<file path="src/rtl/hdmi_packet_pkg.sv">
// Shared constants, types and the BCH parity step for the HDMI data-island packet assembler.
package hdmi_packet_pkg;

    localparam int         PACKET_PIXELS = 32;
    localparam int         HEADER_BITS   = 24;
    localparam int         SUB_BITS      = 56;
    localparam logic [7:0] ECC_POLY      = 8'h83;

    typedef logic [SUB_BITS-1:0] subpacket_t;

    // One LSB-first step of the reflected BCH parity generator.
    function automatic logic [7:0] bch_next(input logic [7:0] ecc,
                                            input logic       data_bit,
                                            input logic [7:0] poly = ECC_POLY);
        return (ecc >> 1) ^ (((ecc[0] ^ data_bit) == 1'b1) ? poly : 8'h00);
    endfunction

endpackage

</file>
<file path="src/rtl/hdmi_bch_lane.sv">
// One serialisation lane: streams a payload 1 or 2 bits per pixel while accumulating
// its BCH parity, then streams the 8 parity bits in the remaining packet pixels.
module hdmi_bch_lane
    import hdmi_packet_pkg::*;
#(
    parameter int         WIDTH          = SUB_BITS,
    parameter int         BITS_PER_CYCLE = 2,
    parameter logic [7:0] POLY           = ECC_POLY
) (
    input  logic                      clk_pixel,
    input  logic                      reset,
    input  logic                      active,
    input  logic [4:0]                counter,
    input  logic [WIDTH-1:0]          data,
    output logic [BITS_PER_CYCLE-1:0] lane_data
);

    localparam int         DATA_CYCLES  = WIDTH / BITS_PER_CYCLE;
    localparam logic [4:0] FIRST_PARITY = 5'(DATA_CYCLES);

    logic [7:0]                ecc_q;
    logic [7:0]                ecc_d;
    logic [7:0]                ecc_seed;
    logic [2:0]                parity_pos;
    logic [WIDTH-1:0]          data_shifted;
    logic [7:0]                parity_shifted;
    logic [BITS_PER_CYCLE-1:0] lane_d;

    // Select payload or parity bits for this pixel and compute the next parity value.
    always_comb begin
        // NOTE: every signal gets a default first so no path through this block infers a latch.
        ecc_seed       = (counter == 5'd0) ? 8'h00 : ecc_q;
        parity_pos     = 3'(counter - FIRST_PARITY);
        data_shifted   = data >> (BITS_PER_CYCLE * int'(counter));
        parity_shifted = ecc_q >> (BITS_PER_CYCLE * int'(parity_pos));
        ecc_d          = ecc_seed;
        lane_d         = parity_shifted[BITS_PER_CYCLE-1:0];
        if (counter < FIRST_PARITY) begin
            lane_d = data_shifted[BITS_PER_CYCLE-1:0];
            ecc_d  = bch_next(ecc_seed, data_shifted[0], POLY);
            if (BITS_PER_CYCLE == 2) begin
                ecc_d = bch_next(ecc_d, data_shifted[BITS_PER_CYCLE-1], POLY);
            end
        end
    end

    // Parity and output registers; cleared outside data islands so packets never share parity.
    always_ff @(posedge clk_pixel) begin
        // NOTE: sequential state uses non-blocking assignments so every register samples pre-edge values.
        if (reset || !active) begin
            ecc_q     <= 8'h00;
            lane_data <= '0;
        end else begin
            ecc_q     <= ecc_d;
            lane_data <= lane_d;
        end
    end

endmodule

</file>
<file path="src/rtl/hdmi_packet_assembler.sv">
// Data-island packet assembler: paces the packet picker and serialises header and
// subpackets, with BCH parity inserted, into 9-bit symbol payloads for TERC4 encoding.
module hdmi_packet_assembler #(
    parameter logic [7:0] ECC_POLY = hdmi_packet_pkg::ECC_POLY
) (
    input  logic                             clk_pixel,
    input  logic                             reset,
    input  logic                             data_island_period,
    input  logic [23:0]                      header,
    input  hdmi_packet_pkg::subpacket_t [3:0] sub,
    output logic [4:0]                       packet_pixel_counter,
    output logic                             packet_enable,
    output logic [8:0]                       packet_data,
    output logic                             packet_data_valid
);

    import hdmi_packet_pkg::*;

    localparam logic [4:0] LAST_PIXEL = 5'(PACKET_PIXELS - 1);

    logic [0:0] header_bit;
    logic [1:0] sub_bits [4];

    // Position within the packet; free-runs with natural 5-bit wrap during an island.
    always_ff @(posedge clk_pixel) begin
        if (reset || !data_island_period) begin
            packet_pixel_counter <= 5'd0;
        end else begin
            packet_pixel_counter <= packet_pixel_counter + 5'd1;
        end
    end

    // Valid flag tracks the island one pixel late, matching the lane registers.
    always_ff @(posedge clk_pixel) begin
        if (reset) begin
            packet_data_valid <= 1'b0;
        end else begin
            packet_data_valid <= data_island_period;
        end
    end

    assign packet_enable = data_island_period && (packet_pixel_counter == LAST_PIXEL);

    hdmi_bch_lane #(
        .WIDTH          (HEADER_BITS),
        .BITS_PER_CYCLE (1),
        .POLY           (ECC_POLY)
    ) u_header_lane (
        .clk_pixel (clk_pixel),
        .reset     (reset),
        .active    (data_island_period),
        .counter   (packet_pixel_counter),
        .data      (header),
        .lane_data (header_bit)
    );

    for (genvar i = 0; i < 4; i++) begin : g_sub_lane
        hdmi_bch_lane #(
            .WIDTH          (SUB_BITS),
            .BITS_PER_CYCLE (2),
            .POLY           (ECC_POLY)
        ) u_sub_lane (
            .clk_pixel (clk_pixel),
            .reset     (reset),
            .active    (data_island_period),
            .counter   (packet_pixel_counter),
            .data      (sub[i]),
            .lane_data (sub_bits[i])
        );
    end

    // Pack the lane outputs as {odd bits sub3..0, even bits sub3..0, header bit}.
    always_comb begin
        packet_data = {sub_bits[3][1], sub_bits[2][1], sub_bits[1][1], sub_bits[0][1],
                       sub_bits[3][0], sub_bits[2][0], sub_bits[1][0], sub_bits[0][0],
                       header_bit};
    end

endmodule
</file>
<file path="config.mk">
export PLATFORM = sky130hd
export DESIGN_NAME = hdmi_packet_assembler
export DESIGN_NICKNAME = d
export VERILOG_FILES = /design/src/rtl/hdmi_packet_pkg.sv /design/src/rtl/hdmi_bch_lane.sv /design/src/rtl/hdmi_packet_assembler.sv
export SDC_FILE = /design/constraint.sdc
export NUM_CORES = 1
export LEC_CHECK = 0
export ABC_AREA = 0
export ABC_CLOCK_PERIOD_IN_PS = 4430
export CORE_MARGIN = 2
export CORE_UTILIZATION = 35
export DETAILED_ROUTE_END_ITERATION = 8
export GPL_ROUTABILITY_DRIVEN = 0
export PLACE_DENSITY = 0.71
export SETUP_SLACK_MARGIN = 0.2
export SLEW_MARGIN = 30
export SYNTH_ARGS = -nofsm -noshare
export SYNTH_HDL_FRONTEND = slang
export SYNTH_HIERARCHICAL = 1
export SYNTH_SLANG_ARGS = --single-unit
export TNS_END_PERCENT = 1
</file>
<file path="constraint.sdc">
create_clock -name clk_pixel -period 4.43 [get_ports clk_pixel]
set_input_delay 0.886 -clock clk_pixel [delete_from_list [all_inputs] [get_ports clk_pixel]]
set_output_delay 0.886 -clock clk_pixel [all_outputs]
set_load 0.005 [all_outputs]
</file>
==> impl_metrics.ini <==
[synth]
syn_area_per_cell_um2 = 10.6
synth_edf_count = 0
synth.area.top_cells = mux4_1 32%, dfxtp_1 21%, nand2_1 6.6%
ys_seq_area_share_pct = 20.7
synth_nets = 754
yosysTopAreaCellShare_pct = 32.2
yosys_warnings = 6
synth.largest_area_cell = mux4_1
synth_area_um2 = 5310
ys_async_sr_fraction_pct = 0
ys.flop_type = dfxtp_1
synthCells = 501
synth_seq_cells = 55
yosys.cell_types.count = 54

[sta]
finClkSkew_ns = 0.00624
setup_violations = 0
final.period_utilization_pct = 79.3
period_minus_slack_ns = 3.51
slew_violations = 0
grt_setup_unrepaired = no
fin_setup_tns_ns = 0
worstMarginPinSlew_ns = 0.855
hold_violations = 0
slew_headroom_pct = 42.2
timing.final.ws_setup_ns = 0.919
timing.fmax_mhz = 285

[setup_path]
crit_type = reg -> out
crit_slowest_cell = dfxtp_4
r2r_slack_ns = 1.11
cp_max_fo = 31
cp.arrival_ns = 2.63
cp-start-kind = register
endpoint_kind = primary output
reg2reg_depth = 8
r2r_end = g_sub_lane[3].u_sub_lane/ecc_q[1]
critical_path_required_ns = 3.54
max_stage_delay_ns = 0.67
cp_cell_sequence = buf_12, buf_4, ha_1, and3_1, ha_1, and2_1, clkdlybuf4s50_1
crit-reg2reg-launch = packet_pixel_counter[0]
path_common_cell = ha_1

[clock_network]
clk_path_buf_depth = 2
cts_buffers = 5
clkSinkCount = 55
path_clk_slew_ns = 0.07
h-tree-depth = 2
cts_root_buffer = clkbuf_16
post_cts_buffers = 0
clk_latency_ns = 0.30
cts_resized = 0
cts_tree = done
cts_hold_buf = 0

[grt]
antenna_found_initial = 0
grt-ovfl-total = 0
track_usage_pct = 20.8
grt_pass1_wl_um = 27100
grt_max_degree = 62
grt_pass1_vias = 5406

[routing]
route.detailed.drc = 0
ant_nets = 0
vias = 5343
vias_per_cell = 5.67
drtIter0Drc = 293
wire_per_inst_um = 18.5
wirelength_um = 17400
first_pass_iters = 5

[layout]
seq_area_um2 = 1110
area_delta_synth_final_pct = 54.9
stdcell_count = 942
nNetsFinal = 1006
n_antenna_cell = 0
multi_input_area_um2 = 3950
final_layout_size_suffix_gt1_share_pct = 7.29
final_util_pct = 54.7
nFillCells = 1290

[die]
placementRows = 45
start_util_pct = 35.3
core_um2 = 15000
dieWidth_um = 127
die_area_um2 = 16200
top_level_ports = 267
die_height_um = 127

[hold_path]
hold_start = g_sub_lane[3].u_sub_lane/ecc_q[4]
min_to = g_sub_lane[3].u_sub_lane/ecc_q[4]
min_path_type = reg -> reg
holdPathStages = 2

[power]
power.leakage_nw = 2.93
power.density_nw_per_um2 = 172
p_total_mw = 1.41
peakVddDrop_uv = 148

[flow_run]
maxCapViolations = 0

[placed_design]
dp.cells = 933
pre_cts_slack_ns = 0.803
dp_hpwl_um = 13600
port_buffers = 266

[status]
outcome = finished, final reports clean
==> synth_stat cells, types with 5 or more instances <==
master    number
clkbuf_1      18
nor2b_1        6
o21ai_0        5
mux4_2         6
o211ai_2       5
buf_6          5
and2_1         8
buf_2          5
or2_1          5
or3b_1         5
or3_1          5
nor2_1        15
nand2_1       94
inv_1          5
nand2b_1      15
or4_1          5
mux2i_1       17
a21oi_1       45
nor3_1         9
and3_1         5
nand3_1       11
mux4_1        65
a21boi_0       5
dfxtp_1       55
mux2_2         5
==> worst max-delay path, delay by kind of cell (launching register included) <==
family                   cells  cell delay (ns)
buffers and inverters        3             1.02
AND/OR/NAND/NOR              2             0.29
adder cells (fa/ha/maj)      2             0.33
flip-flops                   1             0.67
==> power breakdown <==
group / internal, mW / switching (mW)
clock: 0.209 / 0.182
sequential: 0.512 / 0.0229
combinational: 0.347 / 0.141
total: 1.07 / 0.346
==> cells by family after synthesis <==
kind of cell	after synthesis	share of synthesized area, %
AND/OR/NAND/NOR	199	18.6
AO/OA/AOI/OAI	105	14.4
multiplexers	97	40.1
flip-flops	55	20.7
buffers and inverters	38	4.81
XOR/XNOR	5	0.825
adder cells (fa/ha/maj)	2	0.471
==> area by class of cell <==
| class | instances | area share [%] |
|---|---|---|
| multi-input combinational | 408 | 48.1 |
| timing repair buffer | 278 | 33.6 |
| sequential | 55 | 13.5 |
| tap | 188 | 2.86 |
| clock buffer | 6 | 1.57 |
| inverter | 5 | 0.228 |
| clock inverter | 2 | 0.152 |
==> placed cells by master (no fill, tap or decap), types with 4 or more instances in the layout <==
cell type        synthesis  routed
a21boi_0                 5       5
mux2_2                   5       5
or2_1                    5       5
o221ai_1                 4       4
o21a_1                   4       4
or4_1                    5       5
buf_4                    1      11
nand2b_1                15      15
a21oi_1                 45      45
clkbuf_16                0       5
mux2i_1                 17      17
and4_1                   4       4
and3_1                   5       5
a211oi_1                 4       4
inv_1                    5       5
mux4_1                  65      65
o21ai_0                  5       5
dfxtp_1                 55      52
a2111oi_2                4       4
o31ai_1                  4       4
or2_2                    4       4
o31a_2                   4       4
o32a_1                   4       4
nand3_1                 11      11
or3_1                    5       5
clkdlybuf4s50_1          0     266
mux2_4                   4       4
and2_1                   8       8
nand2_1                 94      94
nor2_1                  15      15
or3b_1                   5       5
o311a_1                  4       4
o22ai_1                  4       4
mux4_2                   6       6
xor2_1                   4       4
nor2b_1                  6       6
o211ai_2                 5       5
nor3_1                   9       9
==> flip-flops by register name (all words and copies together), names as in the netlist <==
| signal | count |
|---|---|
| g_sub_lane.u_sub_lane/ecc_q | 32 |
| g_sub_lane.u_sub_lane/lane_data | 8 |
| packet_data_valid | 1 |
| packet_pixel_counter | 5 |
| u_header_lane/ecc_q | 8 |
| u_header_lane/lane_data | 1 |
==> stage by stage <==
stage,hold slack (ns),area [µm²]
finish,0.467,8220
global route,0.490,8220
CTS,0.469,8200
detailed placement,0.459,8060
global placement,0.448,8060
floorplan,0.440,5310
==> worst max-delay path by stage <==
stage / cells past startpoint / to / from / slack, ns
floorplan: 7 / g_sub_lane[0].u_sub_lane/ecc_q[1] / sub[38] / 1.47
global placement: 8 / g_sub_lane[2].u_sub_lane/ecc_q[1] / sub[130] / 0.92
detailed placement: 8 / g_sub_lane[2].u_sub_lane/ecc_q[1] / sub[130] / 0.80
CTS: 6 / packet_enable / packet_pixel_counter[0] / 0.73
global route: 7 / packet_enable / packet_pixel_counter[0] / 0.74
finish: 7 / packet_enable / packet_pixel_counter[0] / 0.92
==> metal layers <==
metal / global-route usage, % / wire length, µm / vias up
met4: 4.85 / 250 / 0
met3: 2.89 / 939 / 22
met2: 36.9 / 9010 / 212
met5: 0 / 0 / -
li1: - / - / 2522
met1: 27.0 / 7220 / 2587
Power figures use the tool's default switching activity.
